File: src/rtl/shift_add_mult_pkg.sv
// Shared types and constants for the iterative shift-add multiplier.
// Optional feature macro used by the top: MULT_EARLY_EXIT_EN.
package mult_pkg;

    localparam int WIDTH = 32;
    localparam int IDX_W = 5;

    // Largest magnitudes that still fit a signed 32-bit result.
    localparam logic [WIDTH-1:0] MAG_MAX_POS = 32'h7FFFFFFF;
    localparam logic [WIDTH-1:0] MAG_MAX_NEG = 32'h80000000;

    typedef enum logic [1:0] {
        IDLE = 2'b00,
        RUN  = 2'b01,
        DONE = 2'b10
    } state_t;

    // True when shifting mag left by idx pushes a set bit past the MSB.
    function automatic logic lostBits(input logic [WIDTH-1:0] mag,
                                      input logic [IDX_W-1:0] idx);
        return |(mag & ~({WIDTH{1'b1}} >> idx));
    endfunction

endpackage

File: src/rtl/shift_add_mult_twos_negate.sv
// Combinational two's-complement negate; -(0x80000000) yields 0x80000000.
module twos_negate
    import mult_pkg::*;
(
    input  logic [WIDTH-1:0] value,
    output logic [WIDTH-1:0] negated
);

    assign negated = ~value + WIDTH'(1);

endmodule

File: src/rtl/shift_add_mult.sv
// Iterative 32-bit signed shift-add multiplier driving an external barrel
// left shifter. One multiplier bit is examined per cycle.
// Optional feature: define MULT_EARLY_EXIT_EN to finish as soon as no set
// multiplier bits remain at or above the current index.
//
// Handshake: ctrl_MULT is a single-cycle start strobe that is always
// accepted (it restarts any operation in flight, discarding its result);
// data_resultRDY is a one-cycle pulse during which data_result and
// data_exception are valid. There is no back-pressure.
module shift_add_mult
    import mult_pkg::*;
(
    input  logic             clock,
    input  logic             reset_n,
    input  logic             ctrl_MULT,
    input  logic [WIDTH-1:0] data_operandA,
    input  logic [WIDTH-1:0] data_operandB,
    output logic [WIDTH-1:0] shift_dataA,
    output logic [IDX_W-1:0] shift_shiftAm,
    input  logic [WIDTH-1:0] shift_out,
    output logic [WIDTH-1:0] data_result,
    output logic             data_exception,
    output logic             data_resultRDY,
    output logic             busy,
    output logic [1:0]       dbgState
);

    state_t           state;
    logic [WIDTH-1:0] magB;
    logic [WIDTH-1:0] acc;
    logic             neg;
    logic             ovf;

    logic [WIDTH-1:0] negA;
    logic [WIDTH-1:0] negB;
    logic [WIDTH-1:0] negAcc;
    logic [WIDTH-1:0] magANext;
    logic [WIDTH-1:0] magBNext;
    logic [WIDTH:0]   sum;
    logic             excCond;
    logic             earlyDone;
    logic             finish;

    twos_negate uNegA   (.value(data_operandA), .negated(negA));
    twos_negate uNegB   (.value(data_operandB), .negated(negB));
    twos_negate uNegAcc (.value(acc),           .negated(negAcc));

    assign magANext = data_operandA[WIDTH-1] ? negA : data_operandA;
    assign magBNext = data_operandB[WIDTH-1] ? negB : data_operandB;

    // Extra top bit captures the carry out of the partial-product add.
    assign sum = {1'b0, acc} + {1'b0, shift_out};

    // The negative side can reach one more magnitude than the positive side.
    assign excCond = ovf
                   | (!neg && (acc > MAG_MAX_POS))
                   | ( neg && (acc > MAG_MAX_NEG));

`ifdef MULT_EARLY_EXIT_EN
    assign earlyDone = (state == RUN) && ((magB >> shift_shiftAm) == '0);
`else
    assign earlyDone = 1'b0;
`endif

    // A restart in RUN discards the in-flight result; one in DONE does not.
    assign finish = (state == DONE) || (earlyDone && !ctrl_MULT);

    assign dbgState = state;

    // FSM, accumulator and registered outputs.
    always_ff @(posedge clock or negedge reset_n) begin
        if (!reset_n) begin
            state          <= IDLE;
            magB           <= '0;
            acc            <= '0;
            neg            <= 1'b0;
            ovf            <= 1'b0;
            shift_dataA    <= '0;
            shift_shiftAm  <= '0;
            data_result    <= '0;
            data_exception <= 1'b0;
            data_resultRDY <= 1'b0;
            busy           <= 1'b0;
        end else begin
            data_resultRDY <= 1'b0;
            if (finish) begin
                data_result    <= excCond ? '0 : (neg ? negAcc : acc);
                data_exception <= excCond;
                data_resultRDY <= 1'b1;
            end
            if (ctrl_MULT) begin
                state         <= RUN;
                busy          <= 1'b1;
                shift_dataA   <= magANext;
                magB          <= magBNext;
                neg           <= data_operandA[WIDTH-1] ^ data_operandB[WIDTH-1];
                acc           <= '0;
                ovf           <= 1'b0;
                shift_shiftAm <= '0;
            end else begin
                case (state)
                    IDLE: ;
                    RUN: begin
                        if (earlyDone) begin
                            state <= IDLE;
                            busy  <= 1'b0;
                        end else begin
                            if (magB[shift_shiftAm]) begin
                                acc <= sum[WIDTH-1:0];
                                if (sum[WIDTH] || lostBits(shift_dataA, shift_shiftAm))
                                    ovf <= 1'b1;
                            end
                            shift_shiftAm <= shift_shiftAm + IDX_W'(1);
                            if (shift_shiftAm == IDX_W'(WIDTH - 1))
                                state <= DONE;
                        end
                    end
                    DONE: begin
                        state <= IDLE;
                        busy  <= 1'b0;
                    end
                    default: begin
                        state <= IDLE;
                        busy  <= 1'b0;
                    end
                endcase
            end
        end
    end

endmodule

File: config.mk
export PLATFORM = sky130hd
export DESIGN_NAME = shift_add_mult
export DESIGN_NICKNAME = d
export VERILOG_FILES = /design/src/rtl/shift_add_mult_pkg.sv /design/src/rtl/shift_add_mult_twos_negate.sv /design/src/rtl/shift_add_mult.sv
export SDC_FILE = /design/constraint.sdc
export NUM_CORES = 1
export LEC_CHECK = 0
export ABC_CLOCK_PERIOD_IN_PS = 3500
export BUFFER_PORTS_ARGS = -buffer_cell sky130_fd_sc_hd__buf_2
export CAP_MARGIN = 20
export CORE_MARGIN = 2
export CORE_UTILIZATION = 40
export CTS_BUF_LIST = sky130_fd_sc_hd__clkbuf_8
export DETAILED_ROUTE_END_ITERATION = 8
export SLEW_MARGIN = 15
export SYNTH_ARGS = -nofsm -noshare
export SYNTH_HDL_FRONTEND = slang
export SYNTH_HIERARCHICAL = 1
export SYNTH_SLANG_ARGS = --single-unit
File: constraint.sdc
create_clock -name clock -period 3.5 [get_ports clock]
set_input_delay 0.7 -clock clock [delete_from_list [all_inputs] [get_ports clock]]
set_output_delay 0.7 -clock clock [all_outputs]
set_load 0.02 [all_outputs]
Word level (Yosys, flattened, before mapping) --
Index checks and enable logic that the tools add are counted.
Operators by class: add/sub/neg operators 5, magnitude comparators 3, equality and inequality tests 6, shifts and indexed selects 1, multiplexer cells 21, bitwise logic cells 8, reductions and logical operators 13
Operator list (count):
- two-way mux 32 bit | 7
- inverter 32 bit | 4
- adder 32 x 1 -> 32 bit, second input constant | 3
- adder 32 x 32 -> 33 bit | 1
- AND 32 bit | 1
- greater-than comparator 32 x 31 -> 1 bit, second input constant | 1
- greater-than comparator 32 bit, second input constant | 1
- OR reduction 32 bit | 1
- right shift 32 x 5 -> 32 bit, first input constant | 1
- two-way mux 5 bit | 2
- two-way mux 1 bit | 8
- less-than comparator 5 x 6 -> 1 bit, second input constant | 1
- nonzero test 2 bit | 3
- adder 5 x 1 -> 5 bit, second input constant | 1
- binary-select mux 1 bit (select 5 bit) | 1
- == test 5 bit, second input constant | 1
- two-way mux 2 bit | 2
- case mux 2 bit (2 select lines) | 1
- AND reduction 2 bit | 2
- != test 3 bit, second input constant | 1
- AND reduction 3 bit | 1
- == test 2 x 1 -> 1 bit, second input constant | 1
- == test 2 bit, second input constant | 1
- logical AND 1 bit | 2
- 8 further kinds | 9
Word-level totals: bits in registers 140, input port bits 99, output and inout port bits 74, logic and storage cells 68

Logic depth before layout (Yosys ltp) --
Gate-level depths: netlist of the first run.
depth after elaboration 9, depth in mapped cells 12, gate-level depth less buffers 11

Modules after synthesis --
Netlist of the first run, hierarchy kept.
Modules (own cells, without submodules):
- shift_add_mult | instances 1, cells each 907, area an instance 8524.4 um2, seq. area each 3503.4 um2
- twos_negate | instances 3, cells each 83, area an instance 636.9 um2, seq. area each 0.0 um2

Least setup slack after synthesis of the first run --
OpenSTA, ideal clock, no wires.
kind input-to-reg, start point input shift_out[0], end point register acc[28], library setup time 0.121 ns, arrival time 2.834 ns, required time 3.379 ns, setup slack 0.545 ns, cell stages on the path 10, path buffers 0, cell sequence ha_1 -> fa_1 -> a21o_1 -> a311o_1 -> nand4_1 -> nand3_1 -> a311oi_2 -> o31ai_1 -> xnor2_1 -> a22o_1
Between the ends: longest elaborated chain between the ends 4
RTL lines:
- start, declared | line shift_add_mult.sv:20 | input logic [WIDTH-1:0] shift_out,
- adder 32 x 32 -> 33 bit | line shift_add_mult.sv:52 | assign sum = {1'b0, acc} + {1'b0, shift_out};
- two-way mux 32 bit | line shift_add_mult.sv:108 | if (magB[shift_shiftAm]) begin
- two-way mux 32 bit | line shift_add_mult.sv:101 | case (state)
- two-way mux 32 bit | line shift_add_mult.sv:91 | if (ctrl_MULT) begin
- end signal, assigned | line shift_add_mult.sv:109 | acc <= sum[WIDTH-1:0];
- end, declared | line shift_add_mult.sv:30 | logic [WIDTH-1:0] acc;
Every way passes these cells. The select of a mux whose other input is x is not followed. A chain may end at the register's enable or synchronous reset.

Final worst setup path of the first run --
start point register acc[2], end point register acc[31]
Between the ends: longest elaborated chain between the ends 4
RTL lines (line):
- adder 32 x 32 -> 33 bit | shift_add_mult.sv:52
- two-way mux 32 bit | shift_add_mult.sv:108
- two-way mux 32 bit | shift_add_mult.sv:101
- two-way mux 32 bit | shift_add_mult.sv:91
Every way passes these cells. The select of a mux whose other input is x is not followed.

==> results.sh, run 1 <==
export IMPL_grt_pass1_vias=8525
export IMPL_final_seq_area_um2=3500
export IMPL_cp_top_family="compound AO/OA/AOI/OAI gates"
export IMPL_fin_nets=1445
export IMPL_reg2reg_slack_ps=410
export IMPL_async_flop_share_pct=100
export IMPL_top_layer="met5"
export IMPL_cp_max_fo=8
export IMPL_groute_usage_overall_pct=21.3
export IMPL_wl_met2_um=14100
export IMPL_fillers=2579
export IMPL_postCtsHoldBufs=0
export IMPL_wl_per_cell_um=17.4
export IMPL_grt_max_degree=118
export IMPL_synth_ff_type="dfrtp_1"
export IMPL_wl_met1_um=12200
export IMPL_setup_tns_ps=0
export IMPL_grt_remaining_overflow=0
export IMPL_synth_seq_cells=140
export IMPL_ir_worst_vdd_mv=0.261
export IMPL_rsz0062_at_grt="false"
export IMPL_cts_max_level=4
export IMPL_place_ws_ps=183
export IMPL_layout_area_overhead_vs_synth_pct=14.9
export IMPL_fin_ws_ps=407
export IMPL_layout_drive_gt1_share_pct=20.0
export IMPL_synth_top_area_cell="dfrtp_1"
export IMPL_crit_chain="ha_1 > a21oi_1 > a2111oi_2 > o2111a_1 > or2_2 > a2111oi_0 > o31ai_1 > xor2_1 > a22o_1"
export IMPL_r2r_start="acc[2]"
export IMPL_synth_distinct_cells=81
export IMPL_min_path_type="in -> async"
export IMPL_finalNonFillerCells=1653
export IMPL_wl_um=28700
export IMPL_avgSynthCellArea_um2=9.03
export IMPL_cts_resized=0
export IMPL_slowest_delay_ps=530
export IMPL_critPathLaunchType="flip-flop"
export IMPL_path_buf_inv=0
export IMPL_io_buffer_count=172
export IMPL_clk_pin_slew_ps=90
export IMPL_clock_sinks=140
export IMPL_setup_viol=0
export IMPL_status="finished clean"
export IMPL_critPathKind="reg -> reg"
export IMPL_die_area_um2=27400
export IMPL_rows=59
export IMPL_die_y_um=166
export IMPL_vias_per_cell=5.41
export IMPL_grt_first_pass_wirelength_um=45600
export IMPL_yosys_top_cells_area="dfrtp_1, mux2i_1, xnor2_1"
export IMPL_cp_data_arrival_time_ps=3460
export IMPL_syn_cell_area_um2=10400
export IMPL_skew_ps=14.3
export IMPL_root_buffer="clkbuf_8"
export IMPL_ant_nets=0
export IMPL_cts_tree="built"
export IMPL_grt_antenna_before_repair=5
export IMPL_pin_count=173
export IMPL_p_leak_nw=5.41
export IMPL_synthCells=1156
export IMPL_start_util_pct=40.4
export IMPL_p_per_area_nw_per_um2=594
export IMPL_worst_slew_pin_slew_ps=1080
export IMPL_coreArea_um2=25800
export IMPL_cts_buffer_depth=2
export IMPL_final_common_cell="buf_2"
export IMPL_yosysWarnings=6
export IMPL_synth_seq_area_share_pct=33.6
export IMPL_hold_ws_ps=225
export IMPL_vias=8940
export IMPL_r2r_end="acc[31]"
export IMPL_finalPower_w=0.00712
export IMPL_clk_latency_ps=480
export IMPL_crit_path_end_kind="flip-flop"
export IMPL_gp_congestion=0.889
export IMPL_postCtsSetupRepairBufs=0
export IMPL_maxSlewViolCount=0
export IMPL_cp_slowest_cell="a2111oi_0"
export IMPL_drt_iter0_markers=453
export IMPL_finalHoldViolations=0
export IMPL_ff2ff_path_depth=9
export IMPL_period_needed_ps=3090
export IMPL_fmax_mhz=323
export IMPL_cp_required_ps=3870
export IMPL_drc_errors=0
export IMPL_synth_enable_flop_cells=0
export IMPL_synth_net_count=1297
export IMPL_met3WireLength_um=1650
export IMPL_cts_buffers_inserted=17
export IMPL_die_w_um=166
export IMPL_relSlewSlack_pct=28.1
export IMPL_netlist_area_leader_share_pct=33.6
export IMPL_cap_viol_max_count=0
export IMPL_dp_cells=1619
export IMPL_first_pass_iters=6
export IMPL_final_period_utilization_pct=88.4
export IMPL_final_cell_mix="buf_2, dfrtp_1, nor2_1"
export IMPL_multi_input_area_um2=6500
export IMPL_dp_hpwl_um=21600
export IMPL_cp_startpoint="acc[2]"
==> worst max path at each step <==
stage,cells past startpoint,endpoint,slack (ps)
CTS,8,acc[27],390
floorplan,10,acc[28],540
detailed placement,10,acc[31],180
global placement,10,acc[31],210
global route,9,acc[29],170
finish,9,acc[31],410
==> power by group <==
part           internal, W  switching (W)
Combinational      0.00144        0.00189
Sequential         0.00186       0.000499
Clock             0.000688       0.000740
==> worst reg2reg max path: cells and delay by family, from the launching register on <==
kind,cells,cell delay [ps]
AOI/OAI and AO/OA,6,1600
xor gates and xnor gates,1,170
adders and majority gates,1,380
DFF,1,490
and+or+nand+nor,1,350
==> registers in the layout (all words and copies together), names as in the netlist, 2 cells and up <==
register	flops
acc	32
data_result	32
dbgState	2
magB	32
shift_dataA	32
shift_shiftAm	5
==> final cells by class <==
type                            instances  area share (%)
Antenna cell                            1          0.0209
Multi-Input combinational cell        923            54.2
Sequential cell                       140            29.2
Tap cell                              335            3.50
Inverter                               32            1.00
Timing Repair Buffer                  190            8.52
Clock buffer                           19            2.18
Clock inverter                         13            1.29
==> metal layers <==
metal  global-route usage, %  vias up
met5                       0        -
met4                    7.29        4
met3                    5.04       53
met2                    37.0      222
met1                    25.9     4176
li1                        -     4485
==> synthesized netlist by cell type (6+ instances only) <==
| library cell | instances |
|---|---|
| nand4_2 | 6 |
| o21ai_1 | 14 |
| or3_1 | 17 |
| nor2_1 | 112 |
| nor2b_1 | 8 |
| nor3_1 | 34 |
| nor4_1 | 35 |
| nand4_1 | 8 |
| xor2_1 | 28 |
| dfrtp_1 | 140 |
| mux2i_1 | 97 |
| ha_1 | 41 |
| nand2b_1 | 10 |
| or4_1 | 7 |
| nand2_1 | 101 |
| buf_6 | 7 |
| a22o_1 | 6 |
| a21oi_1 | 106 |
| inv_1 | 30 |
| nor4_2 | 12 |
| buf_4 | 6 |
| o21ai_0 | 63 |
| nand3_1 | 17 |
| mux4_1 | 7 |
| xnor2_1 | 90 |
| a21o_1 | 15 |
| clkbuf_1 | 38 |
==> per-stage QoR <==
stage,instance area (um2),utilization (%)
after floorplan,10400,-
after global placement,11600,44.7
after detailed placement,11600,44.7
after CTS,12000,46.3
after global routing,12000,46.4
final,12000,46.4
==> kinds of logic (layout without fill, tap and decap cells) <==
kind of cell / after synthesis / after routing / share of synthesized area (%)
flops: 140 / 140 / 33.6
compound gates: 260 / 260 / 15.0
xor+xnor: 118 / 118 / 9.90
mux: 109 / 109 / 12.0
buf+inv: 93 / 254 / 4.12
simple gates: 393 / 393 / 20.2
other cells: 0 / 1 / 0
fa+ha+maj: 43 / 43 / 5.20
Note: power is estimated with default switching activity, not from simulation.
==> inputs of run 2 (changes only) <==
--- a/config.mk
+++ b/config.mk
@@ -5,7 +5,7 @@
 export SDC_FILE = /design/constraint.sdc
 export NUM_CORES = 1
 export LEC_CHECK = 0
-export ABC_CLOCK_PERIOD_IN_PS = 3500
+export ABC_CLOCK_PERIOD_IN_PS = 2550
 export BUFFER_PORTS_ARGS = -buffer_cell sky130_fd_sc_hd__buf_2
 export CAP_MARGIN = 20
 export CORE_MARGIN = 2
==> constraint.sdc (replaced) <==
create_clock -name clock -period 2.55 [get_ports clock]
set_input_delay 0.51 -clock clock [delete_from_list [all_inputs] [get_ports clock]]
set_output_delay 0.51 -clock clock [all_outputs]
set_load 0.02 [all_outputs]
==> run 2 against run 1 <==
The run now ends with setup timing left; non-clock buffer count grew 135; maximum frequency grew 15%; power grew 61%; clock power grew 44%; sequential power grew 23%; routed wire length grew 6.7%; cell area grew 13%; clock skew grew 0.81 ps; global-route usage grew 0.97 points; combinational power grew 96%; critical endpoint is now ovf; largest power group unchanged; highest routed layer is now met4.
==> results.sh, run 2 (same netlist as run 1, synthesis figures left out) <==
export IMPL_grt_antenna_before_repair=1
export IMPL_cp_max_fo=3
export IMPL_crit_chain="ha_4 > fa_2 > a21o_1 > a311o_1 > nand4_1 > nand3_4 > a311oi_4 > buf_4 > nor4_2 > nor2_1 > o2bb2ai_1"
export IMPL_ir_worst_vdd_mv=0.453
export IMPL_clk_latency_ps=480
export IMPL_vias_per_cell=5.36
export IMPL_finalHoldViolations=0
export IMPL_groute_usage_overall_pct=22.3
export IMPL_drt_iter0_markers=436
export IMPL_maxSlewViolCount=0
export IMPL_crit_path_end_kind="flip-flop"
export IMPL_cts_buffers_inserted=17
export IMPL_violations="setup timing"
export IMPL_coreArea_um2=25800
export IMPL_vias=9574
export IMPL_design_area_um2=13500
export IMPL_rsz0062_at_grt="true"
export IMPL_critPathKind="reg -> reg"
export IMPL_critPathLaunchType="flip-flop"
export IMPL_place_area_um2=12600
export IMPL_p_per_area_nw_per_um2=851
export IMPL_wl_um=30600
export IMPL_final_period_utilization_pct=106
export IMPL_period_needed_ps=2690
export IMPL_fin_nets=1580
export IMPL_root_buffer="clkbuf_8"
export IMPL_cts_tree="built"
export IMPL_die_area_um2=27400
export IMPL_final_common_cell="buf_2"
export IMPL_die_y_um=166
export IMPL_cp_required_ps=2910
export IMPL_grt_first_pass_wirelength_um=47900
export IMPL_final_cell_mix="buf_2, dfrtp_1, buf_4"
export IMPL_cts_max_level=4
export IMPL_io_buffer_count=172
export IMPL_fin_ws_ps=-145
export IMPL_setup_tns_ps=-783
export IMPL_worst_slew_pin_slew_ps=589
export IMPL_gp_congestion=0.903
export IMPL_setup_viol=10
export IMPL_n_antenna_cell=0
export IMPL_clock_sinks=140
export IMPL_clk_pin_slew_ps=90
export IMPL_grt_pass1_vias=9172
export IMPL_cp_slowest_cell="dfrtp_1"
export IMPL_start_util_pct=40.4
export IMPL_ant_nets=0
export IMPL_p_leak_nw=6.20
export IMPL_drc_errors=0
export IMPL_layout_area_overhead_vs_synth_pct=29.5
export IMPL_slowest_delay_ps=410
export IMPL_status="finished with violations"
export IMPL_die_w_um=166
export IMPL_grt_max_degree=128
export IMPL_wl_per_cell_um=17.1
export IMPL_dp_hpwl_um=22800
export IMPL_first_pass_iters=5
export IMPL_grt_remaining_overflow=0
export IMPL_rows=59
export IMPL_path_buf_inv=1
export IMPL_relSlewSlack_pct=60.7
export IMPL_min_path_type="in -> reg"
export IMPL_pin_count=173
export IMPL_cap_viol_max_count=0
export IMPL_cp_data_arrival_time_ps=3050
export IMPL_skew_ps=15.1
export IMPL_utilization_pct=52.3
export IMPL_cts_buffer_depth=2
export IMPL_fmax_mhz=371
export IMPL_cp_top_family="compound AO/OA/AOI/OAI gates"
export IMPL_layout_drive_gt1_share_pct=30.4
run 2: path summary, 6_finish.rpt:
path	startpoint	end	slack, ps	depth (start not counted)
setup / recovery	acc[0]	ovf	-140	11
hold / removal	ctrl_MULT	shift_shiftAm[4]	350	2
setup reg to reg	acc[0]	ovf	-140	11
hold reg to reg	data_result[27]	data_result[27]	480	2
max in group asynchronous	reset_n	shift_shiftAm[0]	1420	3
min in group asynchronous	reset_n	data_result[5]	500	2
run 2: through the flow:
stage / hold slack (ps) / std cells / worst slack (ps) / power (W)
after floorplan: 214 / 1156 / -78.1 / 0.00666
after global placement: 440 / 1736 / -400 / 0.00882
after detailed placement: 442 / 1736 / -485 / 0.00890
after CTS: 332 / 1775 / -176 / 0.0111
after global routing: 349 / 1787 / -236 / 0.0123
final: 350 / 1787 / -145 / 0.0115
run 2: what timing repair did:
action	CTS	global route
cloned	0	5
pin swaps	9	24
buffers inserted	6	8
gates resized for setup	18	43
hold buffers	1	0
setup endpoints to repair	22	33
endpoints found under the hold margin	30	0
run 2: power by group:
| group | leakage, nW | internal, W | total [W] | switching [W] |
|---|---|---|---|---|
| Clock | 0.213 | 0.00102 | 0.00206 | 0.00104 |
| Sequential | 1.74 | 0.00256 | 0.00290 | 0.000342 |
| Combinational | 4.25 | 0.00308 | 0.00654 | 0.00345 |
run 2: worst register-to-register path, delay by kind of cell, from the launching register on:
kind	cells	cell delay (ps)
AO/OA/AOI/OAI	4	940
adder cells (fa/ha/maj)	2	560
AND/OR/NAND/NOR	4	480
flip-flops	1	410
buffers and inverters	1	190
run 2: area by class of cell:
type	instances	area, um2
fill	2450	12300
multi-input combinational	923	6800
clock buffer	18	248
tap	335	419
timing repair buffer	325	2240
sequential	140	3510
inverter	32	120
clock inverter	14	183
run 2: per-layer routing:
layer | GRT usage (%) | part of all wire [%] | up-vias
met5 | 0 | 0 | -
met4 | 6.47 | 2.2 | 0
met3 | 5.22 | 5.5 | 42
met2 | 39.7 | 51 | 220
met1 | 26.8 | 41 | 4545
li1 | - | - | 4767
